$ cat config.mk
export PLATFORM = sky130hd
export DESIGN_NAME = timer_bank
export DESIGN_NICKNAME = d
export VERILOG_FILES = /design/src/rtl/timer_bank_pkg.sv /design/src/rtl/timer_channel.sv /design/src/rtl/timer_bank.sv
export VERILOG_INCLUDE_DIRS = /design/src /design/src/rtl
export SDC_FILE = /design/constraint.sdc
export NUM_CORES = 1
export LEC_CHECK = 0
export CAP_MARGIN = 15
export CELL_PAD_IN_SITES_DETAIL_PLACEMENT = 0
export CELL_PAD_IN_SITES_GLOBAL_PLACEMENT = 1
export CORE_MARGIN = 1
export CORE_UTILIZATION = 53
export DETAILED_ROUTE_END_ITERATION = 8
export PLACE_DENSITY_LB_ADDON = 0.05
export SLEW_MARGIN = 20
export SYNTH_ARGS = -nofsm -noshare
export SYNTH_HDL_FRONTEND = slang
export SYNTH_HIERARCHICAL = 1
export SYNTH_SLANG_ARGS = --single-unit
$ cat constraint.sdc
create_clock -name sys_clk -period 7 [get_ports sys_clk]
set_input_delay 1.4 -clock sys_clk [delete_from_list [all_inputs] [get_ports sys_clk]]
set_output_delay 1.4 -clock sys_clk [all_outputs]
set_load 0.02 [all_outputs]
$ cat src/rtl/timer_bank.vh
// Register offsets and CTRL bit positions for the timer bank window at 0x93xx.
// Kept as a plain include so firmware headers can mirror the same values.
`ifndef TIMER_BANK_VH
`define TIMER_BANK_VH

localparam logic [3:0] TB_INDEX    = 4'd0;
localparam logic [3:0] TB_LIMIT0   = 4'd1;
localparam logic [3:0] TB_LIMIT1   = 4'd2;
localparam logic [3:0] TB_LIMIT2   = 4'd3;
localparam logic [3:0] TB_CTRL     = 4'd4;
localparam logic [3:0] TB_COMMIT   = 4'd5;
localparam logic [3:0] TB_STATUS   = 4'd6;
localparam logic [3:0] TB_PRESCALE = 4'd7;

localparam int TB_CTRL_ENABLE   = 0;
localparam int TB_CTRL_PERIODIC = 1;
localparam int TB_CTRL_IRQ_EN   = 2;

`endif

$ cat src/rtl/timer_bank_pkg.sv
// Shared register map and channel control type for the timer bank.
package timer_bank_pkg;

   `include "timer_bank.vh"

   // Packed so that bit positions match the CTRL register layout.
   typedef struct packed {
      logic irq_en;
      logic periodic;
      logic enable;
   } timer_ctrl_t;

   localparam int SNAP_WIDTH = 24;

endpackage

$ cat src/rtl/timer_channel.sv
// One interval timer: counts on prescaler ticks, flags pending when value reaches limit.
module timer_channel
   import timer_bank_pkg::*;
#(
   parameter int TICK_WIDTH = 20
) (
   input  logic                  sys_clk,
   input  logic                  reset_n,
   input  logic                  tick,
   input  logic                  commit,
   input  logic [TICK_WIDTH-1:0] limit_in,
   input  logic                  ctrl_wr,
   input  timer_ctrl_t           ctrl_in,
   input  logic                  clear,
   output logic [TICK_WIDTH-1:0] value,
   output timer_ctrl_t           ctrl,
   output logic                  pending
);

   logic [TICK_WIDTH-1:0] limit;
   logic                  at_limit;
   logic                  fire;

   // A commit in the same cycle cancels the expiry entirely.
   assign at_limit = (value == limit);
   assign fire     = tick & ctrl.enable & at_limit & ~commit;

   always_ff @(posedge sys_clk) begin
      if (!reset_n) begin
         limit <= '0;
         value <= '0;
      end else if (commit) begin
         limit <= limit_in;
         value <= '0;
      end else if (tick && ctrl.enable) begin
         value <= at_limit ? '0 : value + TICK_WIDTH'(1);
      end
   end

   always_ff @(posedge sys_clk) begin
      if (!reset_n) begin
         ctrl <= '0;
      end else if (ctrl_wr) begin
         ctrl <= ctrl_in;
      end else if (fire && !ctrl.periodic) begin
         ctrl.enable <= 1'b0;
      end
   end

   // Set beats a simultaneous write-1-to-clear.
   always_ff @(posedge sys_clk) begin
      if (!reset_n) begin
         pending <= 1'b0;
      end else if (fire) begin
         pending <= 1'b1;
      end else if (clear) begin
         pending <= 1'b0;
      end
   end

endmodule

$ cat src/rtl/timer_bank.sv
// Bank of programmable interval timers behind a byte-wide register window,
// with a shared prescaler, tear-free value snapshots and an active-low IRQ.
module timer_bank
   import timer_bank_pkg::*;
#(
   parameter int NUM_TIMERS     = 8,
   parameter int TICK_WIDTH     = 20,
   parameter int PRESCALE_WIDTH = 8
) (
   input  logic                  sys_clk,
   input  logic                  reset_n,
   input  logic                  cs,
   input  logic [3:0]            addr,
   input  logic                  wr_en,
   input  logic [7:0]            wr_data,
   input  logic                  rd_strobe,
   output logic [7:0]            rd_data,
   output logic [NUM_TIMERS-1:0] irq_pending,
   output logic                  irq_n
);

   logic [2:0]                index;
   logic [TICK_WIDTH-1:0]     staging;
   logic [SNAP_WIDTH-1:0]     snapshot;
   logic [SNAP_WIDTH-1:0]     sel_value;
   logic [PRESCALE_WIDTH-1:0] prescale;
   logic [PRESCALE_WIDTH-1:0] prescale_cnt;
   logic                      tick;
   logic                      wr;
   logic                      capture;
   logic [TICK_WIDTH-1:0]     chan_value [NUM_TIMERS];
   timer_ctrl_t               chan_ctrl  [NUM_TIMERS];
   timer_ctrl_t               sel_ctrl;
   timer_ctrl_t               ctrl_wdata;
   logic [NUM_TIMERS-1:0]     irq_active;
   logic [7:0]                rd_next;

   assign wr         = cs & wr_en;
   assign capture    = cs & rd_strobe & (addr == TB_LIMIT0);
   assign tick       = (prescale_cnt == prescale);
   assign ctrl_wdata = '{irq_en:   wr_data[TB_CTRL_IRQ_EN],
                         periodic: wr_data[TB_CTRL_PERIODIC],
                         enable:   wr_data[TB_CTRL_ENABLE]};

   for (genvar i = 0; i < NUM_TIMERS; i++) begin : g_chan
      logic sel;
      assign sel = (index == 3'(i));

      timer_channel #(
         .TICK_WIDTH(TICK_WIDTH)
      ) u_chan (
         .sys_clk  (sys_clk),
         .reset_n  (reset_n),
         .tick     (tick),
         .commit   (wr && (addr == TB_COMMIT) && sel),
         .limit_in (staging),
         .ctrl_wr  (wr && (addr == TB_CTRL) && sel),
         .ctrl_in  (ctrl_wdata),
         .clear    (wr && (addr == TB_STATUS) && wr_data[i]),
         .value    (chan_value[i]),
         .ctrl     (chan_ctrl[i]),
         .pending  (irq_pending[i])
      );

      assign irq_active[i] = irq_pending[i] & chan_ctrl[i].irq_en;
   end

   assign irq_n = ~|irq_active;

   // An out-of-range INDEX matches no channel, so it reads as zero.
   always_comb begin
      sel_value = '0;
      sel_ctrl  = '0;
      for (int i = 0; i < NUM_TIMERS; i++) begin
         if (index == 3'(i)) begin
            sel_value = SNAP_WIDTH'(chan_value[i]);
            sel_ctrl  = chan_ctrl[i];
         end
      end
   end

   // The capturing read of the low byte shows the freshly captured value.
   always_comb begin
      rd_next = '0;
      case (addr)
         TB_INDEX:    rd_next = {5'b0, index};
         TB_LIMIT0:   rd_next = capture ? sel_value[7:0] : snapshot[7:0];
         TB_LIMIT1:   rd_next = snapshot[15:8];
         TB_LIMIT2:   rd_next = snapshot[23:16];
         TB_CTRL:     rd_next = {5'b0, sel_ctrl};
         TB_STATUS:   rd_next[NUM_TIMERS-1:0] = irq_pending;
         TB_PRESCALE: rd_next[PRESCALE_WIDTH-1:0] = prescale;
         default:     rd_next = '0;
      endcase
   end

   always_ff @(posedge sys_clk) begin
      if (!reset_n) begin
         index        <= '0;
         staging      <= '0;
         prescale     <= '0;
         prescale_cnt <= '0;
         snapshot     <= '0;
         rd_data      <= '0;
      end else begin
         if (wr && (addr == TB_INDEX)) begin
            index <= wr_data[2:0];
         end
         if (wr && (addr == TB_PRESCALE)) begin
            prescale <= wr_data[PRESCALE_WIDTH-1:0];
         end
         // Limit bytes land bit by bit so anything above TICK_WIDTH is dropped.
         for (int b = 0; b < TICK_WIDTH; b++) begin
            if (wr && (addr == 4'(TB_LIMIT0 + b / 8))) begin
               staging[b] <= wr_data[b % 8];
            end
         end
         if ((wr && (addr == TB_PRESCALE)) || tick) begin
            prescale_cnt <= '0;
         end else begin
            prescale_cnt <= prescale_cnt + PRESCALE_WIDTH'(1);
         end
         if (capture) begin
            snapshot <= sel_value;
         end
         if (cs) begin
            rd_data <= rd_next;
         end
      end
   end

endmodule

==> flow_summary.ini, run 1 <==
[synthesis]
syn-num-nets = 2340
ys_seq_elements = 419
syn_inst = 2314
ys_top_cells_by_area = dfxtp_1 (39%), mux2i_1 (10%), xor2_1 (7.1%)
synthArstFlopShare_pct = 0
synth_top_area_share_pct = 39.3
synth_seq_area_share_pct = 39.3
ys_dominant_reg_cell = dfxtp_1
yosysTopAreaCell = dfxtp_1
syn_avg_cell_area_um2 = 9.23
synth_edf_count = 0
synth.distinct_cells = 71
synth_area_um2 = 21400
yosys_warnings = 6

[pwr]
seq_power_share_pct = 47.1
p_int_mw = 3.96
power_density_nw_per_um2 = 216
p_sw_mw = 1.12
switching_share_pct = 22.1
power_frac_clock_pct = 50.2
ir_drop_v = 0.000215
p_leak_nw = 8.23
power_mw = 5.08
combinationalPowerShare_pct = 2.6

[setup_path]
reg2reg_depth = 8
r2r_end = g_chan[6].u_chan/ctrl[0]
arrival_ns = 4.91
cp-start-kind = input pin
endpoint = g_chan[0].u_chan/limit[1]
path_max_fanout = 21
r2r_slack_ns = 3.54
r2r-start = index[1]
cp_slowest_cell = clkdlybuf4s50_1
worstPathCellList = clkdlybuf4s50_1 -> nand4bb_1 -> or3_1 -> nor2_2 -> buf_4 -> mux2i_1 -> nor2b_1
critical_path_class = in2reg
slowest_delay_ns = 1.05
worstSetupEndpointType = flip-flop
startpoint = addr[0]
cp.required_ns = 7.48

[detailed_routing]
first_pass_iters = 5
drc = 0
drt_iter0_markers = 1398
vias = 17000
drt-met1-wl_um = 30300
wl_per_cell_um = 24.0
post_drt_via_cell_ratio = 5.94
ant_nets = 0
wl_met2_um = 31000
wl_met3_um = 4400
highest_layer = met4
wirelength_um = 68800

[place]
hpwl_um = 47900
gp_congestion = 0.971
port_buffers = 33

[clock_tree]
cts_root_buf = clkbuf_16
postCtsSetupRepairBufs = 0
htree_levels = 2
cts_made_buffers = 47
post_cts_resize_count = 0
clk_latency_ns = 0.59
cts_tree = done
clockBufferDepth = 3
clkTransAtPathRegs_ns = 0.06
postCtsHoldBufs = 0
clock-sinks = 419

[outcome]
status = complete, no violations

[job]
drv_cap = 0

[timing]
fmax_mhz = 225
max_slew_margin_pct = 24.2
final.setup.tns_ns = 0
hold_violations = 0
period_share_pct = 63.4
finalClockSkew_ns = 0.0128
setup_viol = 0
grt_setup_unrepaired = no
worst_slew_pin_slew_ns = 1.14
fin_crit_ns = 4.44
maxSlewViolCount = 0

[grt]
grt_overflow = 0
grt_pass1_wl_um = 102000
antenna_found_initial = 1
grt_util_all_layers_pct = 33.3
grt_pass1_vias = 16100
grt_start_max_net_pins = 187

[layout]
num_antenna_cells = 0
fillers = 3548
area_growth_syn_to_layout_pct = 9.93
final_net_count = 2328
layout-drive-gt1-share_pct = 8.72

[die]
io_pins = 34
dieHeight_um = 203
start_util_pct = 53.8
die-area_um2 = 41100
die_w_um = 203
core_area_um2 = 39700
rows = 73

[min_path]
hp-start = rd_data[6]
hold_path_class = reg2reg
==> cell type report <==
class / instances / area [um^2] / share of cell area, %
repair buffers: 55 / 509 / 2.17
clock buffers: 70 / 1410 / 5.98
flip-flops and latches: 419 / 8390 / 35.7
inverters: 31 / 116 / 0.495
multi-input cells: 1748 / 12200 / 52.1
clock inverters: 16 / 183 / 0.778
well taps: 525 / 657 / 2.80
==> per-stage QoR <==
stage	worst slack, ns	hold slack, ns	cells	util [%]	area [um^2]
2_1_floorplan	3.70	0.446	2314	-	21400
3_3_place_gp	2.20	0.443	2778	55.1	21900
3_5_place_dp	2.06	0.449	2778	55.1	21900
4_1_cts	2.69	0.461	2864	59.1	23500
5_1_grt	2.33	0.490	2864	59.1	23500
6_report	2.56	0.458	2864	59.1	23500
==> synth_stat cells (3+ instances only) <==
| cell type | count |
|---|---|
| o211ai_1 | 3 |
| xor2_1 | 173 |
| and2_1 | 17 |
| ha_1 | 9 |
| a31oi_1 | 3 |
| a221oi_1 | 4 |
| inv_1 | 29 |
| a21oi_1 | 34 |
| nand2b_1 | 12 |
| a31o_2 | 8 |
| nor2b_1 | 181 |
| a21oi_2 | 8 |
| nor3_1 | 45 |
| nor2_1 | 248 |
| o21ai_0 | 54 |
| and2b_1 | 3 |
| or3_4 | 8 |
| xnor2_1 | 153 |
| mux4_2 | 5 |
| buf_2 | 30 |
| a22o_1 | 3 |
| and4_1 | 25 |
| nand3_1 | 82 |
| dfxtp_1 | 419 |
| nand4_1 | 34 |
| clkbuf_1 | 60 |
| and3b_1 | 8 |
| a22oi_1 | 17 |
| o311ai_4 | 8 |
| nand2_1 | 146 |
| mux2_2 | 37 |
| mux2i_1 | 219 |
| nor4_1 | 85 |
| and4_2 | 8 |
| o31ai_1 | 13 |
| nor3b_1 | 5 |
| o22ai_1 | 14 |
| buf_6 | 24 |
| and3_1 | 28 |
| o221ai_1 | 12 |
| o21ai_1 | 4 |
==> worst min path at each step <==
stage,to,slack (ns),depth (start not counted)
2_1_floorplan,snapshot[3],0.45,2
3_3_place_gp,rd_data[6],0.44,2
3_5_place_dp,rd_data[6],0.45,2
4_1_cts,rd_data[6],0.46,2
5_1_grt,rd_data[7],0.49,2
6_report,rd_data[6],0.46,2
==> worst max-delay path: cells and delay by family <==
| kind | cells | cell delay [ns] |
|---|---|---|
| AND/OR/NAND/NOR | 4 | 1.84 |
| buffers and inverters | 2 | 1.42 |
| multiplexers | 1 | 0.24 |
==> cell usage in the layout (no fill, tap or decap), types with 8 or more instances in the layout <==
cell,netlist,routed
nor3_1,45,44
xor2_1,173,173
clkbuf_16,0,49
and3_1,28,28
xnor2_1,153,153
buf_4,1,21
o311ai_4,8,8
and2_1,17,17
and4_1,25,25
clkinv_2,0,11
nand4_1,34,34
o22ai_1,14,14
a22oi_1,17,17
clkdlybuf4s50_1,0,32
mux2i_1,219,219
nand2_1,146,146
nor4_1,85,85
o31ai_1,13,13
clkbuf_1,60,11
mux2_2,37,37
a21oi_2,8,8
or3_4,8,8
a21oi_1,34,34
nand2b_1,12,12
o221ai_1,12,12
nor2b_1,181,181
and4_2,8,8
nand3_1,82,82
nor2_1,248,241
ha_1,9,9
a31o_2,8,8
and3b_1,8,8
clkbuf_8,0,10
inv_1,29,29
dfxtp_1,419,417
o21ai_0,54,54
==> cells by family after synthesis <==
group / Yosys count / synth area share [%]
fa+ha+maj: 9 / 0.527
compound gates: 199 / 6.86
flops: 419 / 39.3
mux: 261 / 12.7
buf+inv: 147 / 3.62
simple gates: 953 / 23.6
xor+xnor: 326 / 13.4
==> flip-flops by register name (all words and copies together), names as in the netlist <==
name	flops
staging	20
g_chan.u_chan/pending	8
prescale_cnt	8
prescale	8
g_chan.u_chan/ctrl	24
index	3
g_chan.u_chan/limit	160
g_chan.u_chan/value	160
snapshot	20
rd_data	8
==> power by group through the flow <==
| stage | registers [mW] | clock network [mW] | logic (mW) |
|---|---|---|---|
| final | 2.40 | 2.55 | 0.133 |
| after global routing | 2.40 | 2.68 | 0.140 |
| after CTS | 2.40 | 2.59 | 0.131 |
| after detailed placement | 2.45 | 0 | 0.130 |
| after global placement | 2.45 | 0 | 0.129 |
| after floorplan | 2.44 | 0 | 0.0870 |
==> layer usage <==
metal  vias to the layer above  GRT usage [%]
li1                       8014              -
met1                      8284           45.0
met2                       584           52.6
met3                       127           4.72
met4                         0           15.2
met5                         -              0
Note: power is estimated with default switching activity, not from simulation.
==> inputs of run 2 (changes only) <==
CORE_UTILIZATION = 49   (was 53)
clock period = 4.41 ns   (was 7 ns; I/O delays follow)
==> flow_summary.ini, run 2 (synthesis gave the netlist of run 1 again) <==
[timing]
worst_slew_pin_slew_ns = 1.17
hold_violations = 0
final.setup.tns_ns = 0
setup_viol = 0
max_slew_margin_pct = 21.9
period_share_pct = 71.1
maxSlewViolCount = 0
timing.final.ws_setup_ns = 1.28
grt_setup_unrepaired = no
finalClockSkew_ns = 0.0103
fin_crit_ns = 3.13
fmax_mhz = 319

[detailed_routing]
vias = 16900
post_drt_via_cell_ratio = 5.75
drc = 0
wl_per_cell_um = 23.8
first_pass_iters = 5
wirelength_um = 69900
ant_nets = 0
drt_iter0_markers = 1415

[setup_path]
slowest_delay_ns = 0.82
cp_slowest_cell = o311ai_4
path_buf_inv = 2
worstPathCellList = xor2_1 -> nor4_1 -> nand2_1 -> inv_1 -> buf_4 -> nand2_1 -> or3_4 -> o311ai_4 -> nor2_1
r2r_end = g_chan[7].u_chan/value[19]
reg2reg_depth = 9
r2r-start = prescale[1]
r2r_slack_ns = 1.28
critical_path_class = reg2reg
cp.required_ns = 4.84
critPathTopFamily = simple AND/OR/NAND/NOR gates
arrival_ns = 3.56
path_max_fanout = 40
worstSetupEndpointType = flip-flop
crit_path_frequent_cell = nand2_1
cp-start-kind = flip-flop

[clock_tree]
post_cts_resize_count = 0
clkTransAtPathRegs_ns = 0.06
htree_levels = 2
clock-sinks = 419
cts_root_buf = clkbuf_16
cts_made_buffers = 48
postCtsHoldBufs = 0
postCtsSetupRepairBufs = 0
cts_tree = done
clockBufferDepth = 3
clk_latency_ns = 0.58

[min_path]
hold_path_class = reg2reg
hp-start = rd_data[7]
min_path_cells = 2
holdPathEnd = rd_data[7]

[grt]
grt_pass1_vias = 16200
grt_pass1_wl_um = 104000
grt_overflow = 0
grt_start_max_net_pins = 91
antenna_found_initial = 2
grt_util_all_layers_pct = 31.5

[pwr]
ir_drop_v = 0.000291
power_density_nw_per_um2 = 336
p_leak_nw = 8.28

[layout]
utilization_pct = 54.9
final_common_cell = dfxtp_1
fillers = 3974
area_growth_syn_to_layout_pct = 10.6
most-common-layout-cells = dfxtp_1 (417), nor2_1 (241), mux2i_1 (219), nor2b_1 (181), xor2_1 (173)
layout-drive-gt1-share_pct = 9.13
fin_area_um2 = 23600
finalNonFillerCells = 2939
final_net_count = 2346
num_antenna_cells = 0
largestRegisters = g_chan.u_chan/limit: 160 flops, g_chan.u_chan/value: 160 flops, g_chan.u_chan/ctrl: 24 flops

[place]
port_buffers = 33
pre_cts_ws_ns = 0.980
gp_congestion = 0.959
post_dp_cell_area_um2 = 22100
hpwl_um = 49100
dpl.cell_count = 2855

[job]
drv_cap = 0

[die]
die_w_um = 211
dieHeight_um = 211
core_area_um2 = 43100
start_util_pct = 49.6
die-area_um2 = 44400
io_pins = 34
rows = 76

[outcome]
status = complete, no violations
-- run 2: changes by cell type in the layout (fill, tap and decap cells not counted) --
cell,previous run,this run
clkinv_2,11,5
clkbuf_1,11,15
bufinv_16,4,1
clkbuf_8,10,13
buf_12,1,2
buf_4,21,37
-- run 2: area by class of cell --
class | instances | area [um^2] | share of cell area [%]
multi-input combinational | 1748 | 12200 | 51.7
sequential | 419 | 8390 | 35.5
clock buffer | 77 | 1460 | 6.18
tap | 585 | 732 | 3.10
timing repair buffer | 72 | 649 | 2.75
inverter | 31 | 116 | 0.492
clock inverter | 7 | 62.6 | 0.265
-- run 2: worst max path at each step --
stage | to | slack [ns] | start | depth (start not counted)
global placement | g_chan[2].u_chan/limit[10] | 0.99 | addr[2] | 8
detailed placement | g_chan[2].u_chan/limit[8] | 0.98 | addr[2] | 8
global route | g_chan[3].u_chan/value[8] | 0.99 | prescale_cnt[1] | 9
finish | g_chan[7].u_chan/value[19] | 1.28 | prescale[1] | 9
floorplan | g_chan[2].u_chan/ctrl[0] | 1.63 | addr[2] | 10
CTS | g_chan[7].u_chan/value[19] | 1.27 | prescale[3] | 9
-- run 2: worst min-delay path, stage by stage, from the launching register on --
cell and delay (ns):
dfxtp_1 0.31, nand2_1 0.05, o21ai_1 0.05
-- run 2: layer usage --
layer | up-vias | routed length, um | track usage [%]
met5 | - | 0 | 0
met4 | 0 | 3010 | 13.7
met3 | 138 | 3300 | 3.66
met2 | 459 | 31400 | 50.2
met1 | 8239 | 32100 | 43.0
li1 | 8050 | - | -
-- run 2: power breakdown --
group          internal, mW  leakage (nW)  switching, mW
Sequential             3.79          3.37         0.0146
Clock                  2.31         0.749           1.62
Combinational        0.0737          4.15          0.141
-- run 2: per-stage QoR --
step / total power [mW] / hold slack (ns)
finish: 7.95 / 0.460
global route: 8.17 / 0.481
CTS: 8.01 / 0.460
detailed placement: 4.10 / 0.446
global placement: 4.10 / 0.445
floorplan: 4.02 / 0.446
